$ cat config.mk
export PLATFORM = sky130hd
export DESIGN_NAME = cv32e40s_clic_int_controller_mp
export DESIGN_NICKNAME = d
export VERILOG_FILES = /design/src/rtl/cv32e40s_pkg.sv /design/src/rtl/cv32e40s_clic_lvl_cmp.sv /design/src/rtl/cv32e40s_clic_int_controller_mp.sv
export SDC_FILE = /design/constraint.sdc
export NUM_CORES = 1
export LEC_CHECK = 0
export ABC_AREA = 1
export CELL_PAD_IN_SITES_DETAIL_PLACEMENT = 2
export CELL_PAD_IN_SITES_GLOBAL_PLACEMENT = 2
export CORE_UTILIZATION = 17
export DETAILED_ROUTE_END_ITERATION = 12
export GPL_TIMING_DRIVEN = 0
export PLACE_DENSITY_LB_ADDON = 0.1
export SKIP_CTS_REPAIR_TIMING = 1
export SLEW_MARGIN = 20
export SYNTH_ARGS = -nofsm -noshare
export SYNTH_HDL_FRONTEND = slang
export SYNTH_SLANG_ARGS = --single-unit
$ cat constraint.sdc
create_clock -name clk -period 3.75 [get_ports clk]
set_input_delay 0.9375 -clock clk [delete_from_list [all_inputs] [get_ports clk]]
set_output_delay 0.9375 -clock clk [all_outputs]
set_load 0.01 [all_outputs]
$ cat src/rtl/cv32e40s_pkg.sv
// Shared types for the CLIC interrupt controller: privilege levels, CSR views,
// controller FSM states and the NLBITS level normalisation helper.
package cv32e40s_pkg;

  typedef enum logic [1:0] {
    PRIV_LVL_U = 2'b00,
    PRIV_LVL_S = 2'b01,
    PRIV_LVL_H = 2'b10,
    PRIV_LVL_M = 2'b11
  } privlvl_t;

  typedef struct packed {
    logic mpie;
    logic mie;
  } mstatus_t;

  typedef struct packed {
    logic [7:0] mil;
    logic [7:0] sil;
    logic [7:0] uil;
  } mintstatus_t;

  typedef struct packed {
    logic        irq;
    logic        minhv;
    logic [7:0]  mpil;
    logic [10:0] exccode;
  } mcause_t;

  typedef enum logic [1:0] {
    IDLE = 2'b00,
    PEND = 2'b01,
    ACK  = 2'b10,
    DROP = 2'b11
  } clic_ctrl_state_e;

  // Keep the nlbits most significant bits of the level; the rest read as 1.
  function automatic logic [7:0] clic_norm_level(input logic [7:0] level, input int nlbits);
    logic [7:0] norm;
    for (int i = 0; i < 8; i++) begin
      norm[i] = (i < 8 - nlbits) ? 1'b1 : level[i];
    end
    return norm;
  endfunction

endpackage

$ cat src/rtl/cv32e40s_clic_lvl_cmp.sv
// Privilege/threshold qualifier for a normalised CLIC level.
// U-mode target handling exists only with CV32E40S_CLIC_UMODE_IRQ_EN defined.
module cv32e40s_clic_lvl_cmp
  import cv32e40s_pkg::*;
(
  input  logic [7:0] level,
  input  privlvl_t   target_priv,
  input  privlvl_t   cur_priv,
  input  logic [7:0] mintthresh,
  input  logic [7:0] mil,
`ifdef CV32E40S_CLIC_UMODE_IRQ_EN
  input  logic [7:0] uintthresh,
  input  logic [7:0] uil,
`endif
  output logic       lvl_ok
);

  logic [7:0] max_m;
  assign max_m = (mintthresh > mil) ? mintthresh : mil;

`ifdef CV32E40S_CLIC_UMODE_IRQ_EN
  logic [7:0] max_u;
  assign max_u = (uintthresh > uil) ? uintthresh : uil;
`endif

  always_comb begin
    lvl_ok = 1'b0;
    if ((target_priv == PRIV_LVL_M) && (cur_priv == PRIV_LVL_M)) begin
      lvl_ok = level > max_m;
    end else if (target_priv > cur_priv) begin
      // Higher-privilege target preempts regardless of thresholds.
      lvl_ok = level != 8'h00;
`ifdef CV32E40S_CLIC_UMODE_IRQ_EN
    end else if ((target_priv == PRIV_LVL_U) && (cur_priv == PRIV_LVL_U)) begin
      lvl_ok = level > max_u;
`endif
    end
  end

endmodule

$ cat src/rtl/cv32e40s_clic_int_controller_mp.sv
// CLIC interrupt controller: captures the CLIC request, qualifies it against
// privilege/thresholds, handshakes with the core and waits for the CLIC to retire
// acked IDs. Optional U-mode targets: CV32E40S_CLIC_UMODE_IRQ_EN.
module cv32e40s_clic_int_controller_mp
  import cv32e40s_pkg::*;
#(
  parameter int CLIC_ID_WIDTH   = 5,
  parameter int CLIC_LEVEL_BITS = 8
) (
  input  logic                     clk,
  input  logic                     rst,
  input  logic                     clic_irq_i,
  input  logic [CLIC_ID_WIDTH-1:0] clic_irq_id_i,
  input  logic [7:0]               clic_irq_level_i,
  input  logic [1:0]               clic_irq_priv_i,
  input  logic                     clic_irq_shv_i,
  output logic                     clic_irq_ack_o,
  output logic [CLIC_ID_WIDTH-1:0] clic_irq_ack_id_o,
  output logic                     irq_req_ctrl_o,
  input  logic                     irq_ack_i,
  output logic [9:0]               irq_id_ctrl_o,
  output logic                     irq_wu_ctrl_o,
  output logic                     irq_clic_shv_o,
  output logic [7:0]               irq_clic_level_o,
  output privlvl_t                 irq_clic_priv_o,
  input  mstatus_t                 mstatus_i,
  input  mintstatus_t              mintstatus_i,
  input  mcause_t                  mcause_i,
  input  privlvl_t                 priv_lvl_i,
  input  logic [7:0]               mintthresh_th_i,
  input  logic [7:0]               uintthresh_th_i,
  output logic                     mnxti_irq_pending_o,
  output logic [CLIC_ID_WIDTH-1:0] mnxti_irq_id_o,
  output logic [7:0]               mnxti_irq_level_o
);

  // Handshake: irq_req_ctrl_o is the valid, irq_ack_i the ready; a transfer
  // happens on a clock edge where both are high. The controller then pulses
  // clic_irq_ack_o for one cycle with the transferred (flopped) ID.

  clic_ctrl_state_e         state_q, state_d;
  logic [CLIC_ID_WIDTH-1:0] id_q;
  logic [7:0]               level_q;
  privlvl_t                 priv_q;
  logic                     shv_q;
  logic                     capture;

  logic [7:0] raw_level;
  privlvl_t   raw_priv;
  logic       lvl_ok_q;
  logic       lvl_ok_raw;
  logic       gie;
  logic       in_pend;
  logic       same_as_acked;

  assign raw_level = clic_norm_level(clic_irq_level_i, CLIC_LEVEL_BITS);

`ifdef CV32E40S_CLIC_UMODE_IRQ_EN
  assign raw_priv = (clic_irq_priv_i == 2'b00) ? PRIV_LVL_U : PRIV_LVL_M;
`else
  assign raw_priv = PRIV_LVL_M;
`endif

  assign in_pend       = (state_q == PEND);
  assign same_as_acked = (state_q == DROP) && clic_irq_i && (clic_irq_id_i == id_q);

  always_comb begin
    state_d = state_q;
    capture = 1'b0;
    case (state_q)
      IDLE: begin
        if (clic_irq_i) begin
          capture = 1'b1;
          state_d = PEND;
        end
      end
      PEND: begin
        // A controller ack beats a simultaneous CLIC replacement.
        if (irq_ack_i && irq_req_ctrl_o) begin
          state_d = ACK;
        end else if (clic_irq_i) begin
          capture = 1'b1;
        end else begin
          state_d = IDLE;
        end
      end
      ACK: begin
        state_d = DROP;
      end
      DROP: begin
        if (!same_as_acked) begin
          state_d = IDLE;
        end
      end
      default: begin
        state_d = IDLE;
      end
    endcase
  end

  always_ff @(posedge clk or posedge rst) begin
    if (rst) begin
      state_q <= IDLE;
      id_q    <= '0;
      level_q <= 8'h00;
      priv_q  <= PRIV_LVL_M;
      shv_q   <= 1'b0;
    end else begin
      state_q <= state_d;
      if (capture) begin
        id_q    <= clic_irq_id_i;
        level_q <= raw_level;
        priv_q  <= raw_priv;
        shv_q   <= clic_irq_shv_i;
      end
    end
  end

  cv32e40s_clic_lvl_cmp u_lvl_cmp_q (
    .level       (level_q),
    .target_priv (priv_q),
    .cur_priv    (priv_lvl_i),
    .mintthresh  (mintthresh_th_i),
    .mil         (mintstatus_i.mil),
`ifdef CV32E40S_CLIC_UMODE_IRQ_EN
    .uintthresh  (uintthresh_th_i),
    .uil         (mintstatus_i.uil),
`endif
    .lvl_ok      (lvl_ok_q)
  );

  // Wakeup must work with the clock gated, so it looks at the raw inputs.
  cv32e40s_clic_lvl_cmp u_lvl_cmp_raw (
    .level       (raw_level),
    .target_priv (raw_priv),
    .cur_priv    (priv_lvl_i),
    .mintthresh  (mintthresh_th_i),
    .mil         (mintstatus_i.mil),
`ifdef CV32E40S_CLIC_UMODE_IRQ_EN
    .uintthresh  (uintthresh_th_i),
    .uil         (mintstatus_i.uil),
`endif
    .lvl_ok      (lvl_ok_raw)
  );

  assign gie = mstatus_i.mie || (priv_lvl_i < priv_q);

  assign irq_req_ctrl_o    = in_pend && gie && lvl_ok_q;
  assign clic_irq_ack_o    = (state_q == ACK);
  assign clic_irq_ack_id_o = (state_q == ACK) ? id_q : '0;
  assign irq_id_ctrl_o     = 10'(id_q);
  assign irq_wu_ctrl_o     = clic_irq_i && lvl_ok_raw && !same_as_acked;
  assign irq_clic_shv_o    = shv_q;
  assign irq_clic_level_o  = level_q;
  assign irq_clic_priv_o   = priv_q;

  assign mnxti_irq_pending_o = in_pend && (level_q > mcause_i.mpil) && (level_q > mintthresh_th_i) &&
                               !shv_q && (priv_q == PRIV_LVL_M);
  assign mnxti_irq_id_o      = id_q;
  assign mnxti_irq_level_o   = level_q;

  logic unused_inputs;
`ifdef CV32E40S_CLIC_UMODE_IRQ_EN
  assign unused_inputs = ^{mstatus_i.mpie, mintstatus_i.sil, mcause_i.irq, mcause_i.minhv,
                           mcause_i.exccode};
`else
  assign unused_inputs = ^{mstatus_i.mpie, mintstatus_i.sil, mcause_i.irq, mcause_i.minhv,
                           mcause_i.exccode, clic_irq_priv_i, uintthresh_th_i, mintstatus_i.uil};
`endif

`ifndef SYNTHESIS
  ack_needs_req: assert property (@(posedge clk) disable iff (rst) irq_ack_i |-> irq_req_ctrl_o);
`endif

endmodule

==> impl_metrics.sql <==
INSERT INTO impl_metrics (metric_group, metric, value, unit) VALUES
('outcome', 'status', 'finished, violations left', ''),
('outcome', 'violations_in_the_final_reports', 'setup timing', ''),
('finish', 'final_nets', '538', ''),
('flow_run', 'maximum_capacitance_violations', '0', ''),
('clocking', 'clk_latency', '0.25', 'ns'),
('setup_path', 'type_of_the_worst_setup_path', 'in -> out', ''),
('routing', 'drtIter0Drc', '44', ''),
('logic_synthesis', 'yosys.cell_types.count', '32', ''),
('logic_synthesis', 'yosys.area_share.xor_xnor', '0.402', '%'),
('routing', 'finalWirelength', '8.31', 'mm'),
('timing', 'final.setup.worst_slack', '-0.505', 'ns'),
('setup_path', 'critical_path.max_fanout', '5', ''),
('clocking', 'h-tree-depth', '1', ''),
('setup_path', 'setup.worst_path.start', 'mintstatus_i[21]', ''),
('power', 'internal_power', '1.19', 'mW'),
('finish', 'final_core_util', '31.0', '%'),
('global_route', 'grt_overflow', '0', ''),
('power', 'clock_power_share', '11.2', '%'),
('placement', 'routabilityCongestion', '0.696', ''),
('clocking', 'clock_transition_at_the_registers_of_the_reported_paths', '0.05', 'ns'),
('finish', 'nFillCells', '1411', ''),
('timing', 'final.period_utilization', '113', '%'),
('logic_synthesis', 'synth-edff-count', '0', ''),
('clocking', 'clock_tree.root_cell', 'clkbuf_16', ''),
('timing', 'timing.max_slew.rel_slack', '53.8', '%'),
('logic_synthesis', 'post-synth-top-area-fraction', '21.8', '%'),
('die', 'die_w', '115', 'um'),
('timing', 'finalSetupTns', '-0.942', 'ns'),
('global_route', 'grt_usage', '12.2', '%'),
('logic_synthesis', 'netlist.top_cell.by_area', 'ha_1', ''),
('timing', 'achievable-frequency', '0.235', 'GHz'),
('power', 'comb_power_share', '67.7', '%'),
('die', 'num_io_pins', '128', ''),
('logic_synthesis', 'yosysSeqAreaShare', '18.4', '%'),
('setup_path', 'cp_num_cells', '18', ''),
('die', 'die_height', '115', 'um'),
('routing', 'wl_per_cell', '14.3', 'um'),
('power', 'power.switching', '0.924', 'mW'),
('logic_synthesis', 'synth_warnings', '0', ''),
('timing', 'post-route-min-period', '4.26', 'ns'),
('logic_synthesis', 'post-synth-top-count-cell', 'inv_1', ''),
('clocking', 'clock_tree.buffer_depth', '2', ''),
('setup_path', 'endpoint_kind', 'output pin', ''),
('setup_path', 'worstSetupEndpoint', 'irq_wu_ctrl_o', ''),
('logic_synthesis', 'synth-adder-area-share', '21.8', '%'),
('placement', 'dp_worst_setup_slack', '-1.58', 'ns'),
('timing', 'final-max-slew-violation-count', '0', ''),
('logic_synthesis', 'post_synth_main_area_contributors', 'ha_1, dfrtp_1, inv_1', ''),
('setup_path', 'path_cells', 'buf_6, inv_2, ha_4, nand2_4, nor2_4, nand2_2, nand2_2, nand2_4, buf_12, o21ai_4, ha_4, a21oi_2, nor2_1, o31ai_2, nand3_1, a21oi_2, nor2_1, buf_2', ''),
('logic_synthesis', 'synth_seq_cells', '16', ''),
('finish', 'drive_gt1_share', '34.5', '%'),
('routing', 'drtPass1Iterations', '3', ''),
('clocking', 'cts.sinks', '16', ''),
('global_route', 'grt_pass1_wl', '12.4', 'mm'),
('timing', 'final-setup-viol-count', '2', ''),
('placement', 'placed_area', '0.00322', 'mm2'),
('power', 'vdd_drop_max', '209', 'uV'),
('finish', 'postLayoutCellArea', '0.00380', 'mm2'),
('routing', 'detail-route-antenna-nets', '0', ''),
('timing', 'finalHoldViolations', '0', ''),
('clocking', 'clock_buffer_count_from_cts', '3', ''),
('setup_path', 'crit_path_top_delay_cell', 'ha_4', ''),
('logic_synthesis', 'multiplexer_share_of_the_synthesized_area', '0', '%'),
('setup_path', 'crit_path_start_kind', 'input pin', ''),
('power', 'total_power', '2.12', 'mW'),
('die', 'start_util', '17.8', '%'),
('power', 'p_per_area', '557', 'mW/mm2'),
('clocking', 'tritoncts_clock_tree', 'yes', ''),
('logic_synthesis', 'ys_top_cells_by_count', 'inv_1, nand2_1, ha_1, buf_4, nor2_1', ''),
('setup_path', 'worstReg2RegStart', 'irq_clic_level_o[7]$_DFFE_PP0P_', ''),
('setup_path', 'required', '2.81', 'ns');
layout by cell type, fill, tap and decap left out, types with 2 or more instances in the layout:
cell type and instances:
clkdlybuf4s50_1 61, inv_1 55, nand2_1 44, buf_4 37, ha_1 24, nand2_2 16
nor2_1 16, o21ai_2 16, dfrtp_1 16, ha_4 13, buf_6 11, nand3_1 10
a21oi_1 10, inv_2 7, conb_1 7, nand2_4 5, nand4_1 5, nor4_1 5
o21ai_4 5, a21oi_2 4, o21ai_0 4, clkbuf_16 4, nor2_2 3, inv_4 3
buf_8 3, clkbuf_2 3, o21bai_1 2, a31oi_1 2, nor3_1 2, buf_2 2
sequential cells by signal, summed over array words and instances, names as in the netlist, named ones only:
register          flops
irq_clic_shv_o        1
irq_clic_level_o      8
state_q               1
mnxti_irq_id_o        5
worst min-delay path by stage:
stage	start	end	slack [ns]	depth (start not counted)
after floorplan	register	register	0.50	2
after global placement	irq_clic_shv_o$_DFFE_PP0P_	irq_clic_shv_o$_DFFE_PP0P_	0.52	2
after detailed placement	irq_clic_shv_o$_DFFE_PP0P_	irq_clic_shv_o$_DFFE_PP0P_	0.54	2
after CTS	irq_clic_shv_o$_DFFE_PP0P_	irq_clic_shv_o$_DFFE_PP0P_	0.56	2
after global routing	irq_clic_shv_o$_DFFE_PP0P_	irq_clic_shv_o$_DFFE_PP0P_	0.60	2
final	irq_clic_shv_o$_DFFE_PP0P_	irq_clic_shv_o$_DFFE_PP0P_	0.56	2
metrics by stage:
stage	instances	hold WS [ns]
finish	582	0.555
global route	582	0.600
global placement	561	0.518
floorplan	313	0.503
CTS	565	0.559
detailed placement	561	0.544
final cells by class:
cell class / instances / area [um2] / share of cell area (%)
multi-input combinational: 209 / 1710 / 45.1
timing repair buffer: 97 / 943 / 24.8
sequential: 16 / 400 / 10.5
inverter: 65 / 251 / 6.61
tap: 168 / 210 / 5.52
buffer: 23 / 196 / 5.16
clock buffer: 4 / 88.8 / 2.33
power groups by stage:
stage	Combinational, mW	Clock, mW	Sequential, mW
2_1_floorplan	0.705	0	0.406
3_5_place_dp	1.29	0	0.460
3_3_place_gp	1.25	0	0.459
5_1_grt	1.60	0.253	0.478
4_1_cts	1.30	0.248	0.457
6_report	1.44	0.236	0.447
cell families (layout without fill, tap and decap cells):
group / count (synthesis) / after routing
and+or+nand+nor: 111 / 111
buffers and inverters: 88 / 189
AOI/OAI and AO/OA: 52 / 52
adders and majority gates: 38 / 38
DFF: 16 / 16
other: 2 / 7
xor gates and xnor gates: 1 / 1
routing by layer:
metal	global-route usage (%)	wire [um]
met5	0	0
met3	1.63	266
met4	2.08	38
met1	16.6	3840
met2	20.8	4170
worst reg2reg max path, cell delays in order (launching register included):
cell and delay [ns]:
dfrtp_1 0.49, ha_1 0.38, nand4_1 0.15, nor2_1 0.19, a41oi_2 0.13, nand2_1 0.11
nand2_2 0.07, buf_4 0.14, nand2_4 0.07, nand3_4 0.14, buf_8 0.20, nand2_2 0.06
o21ai_2 0.06
(Power assumes the default switching activity.)
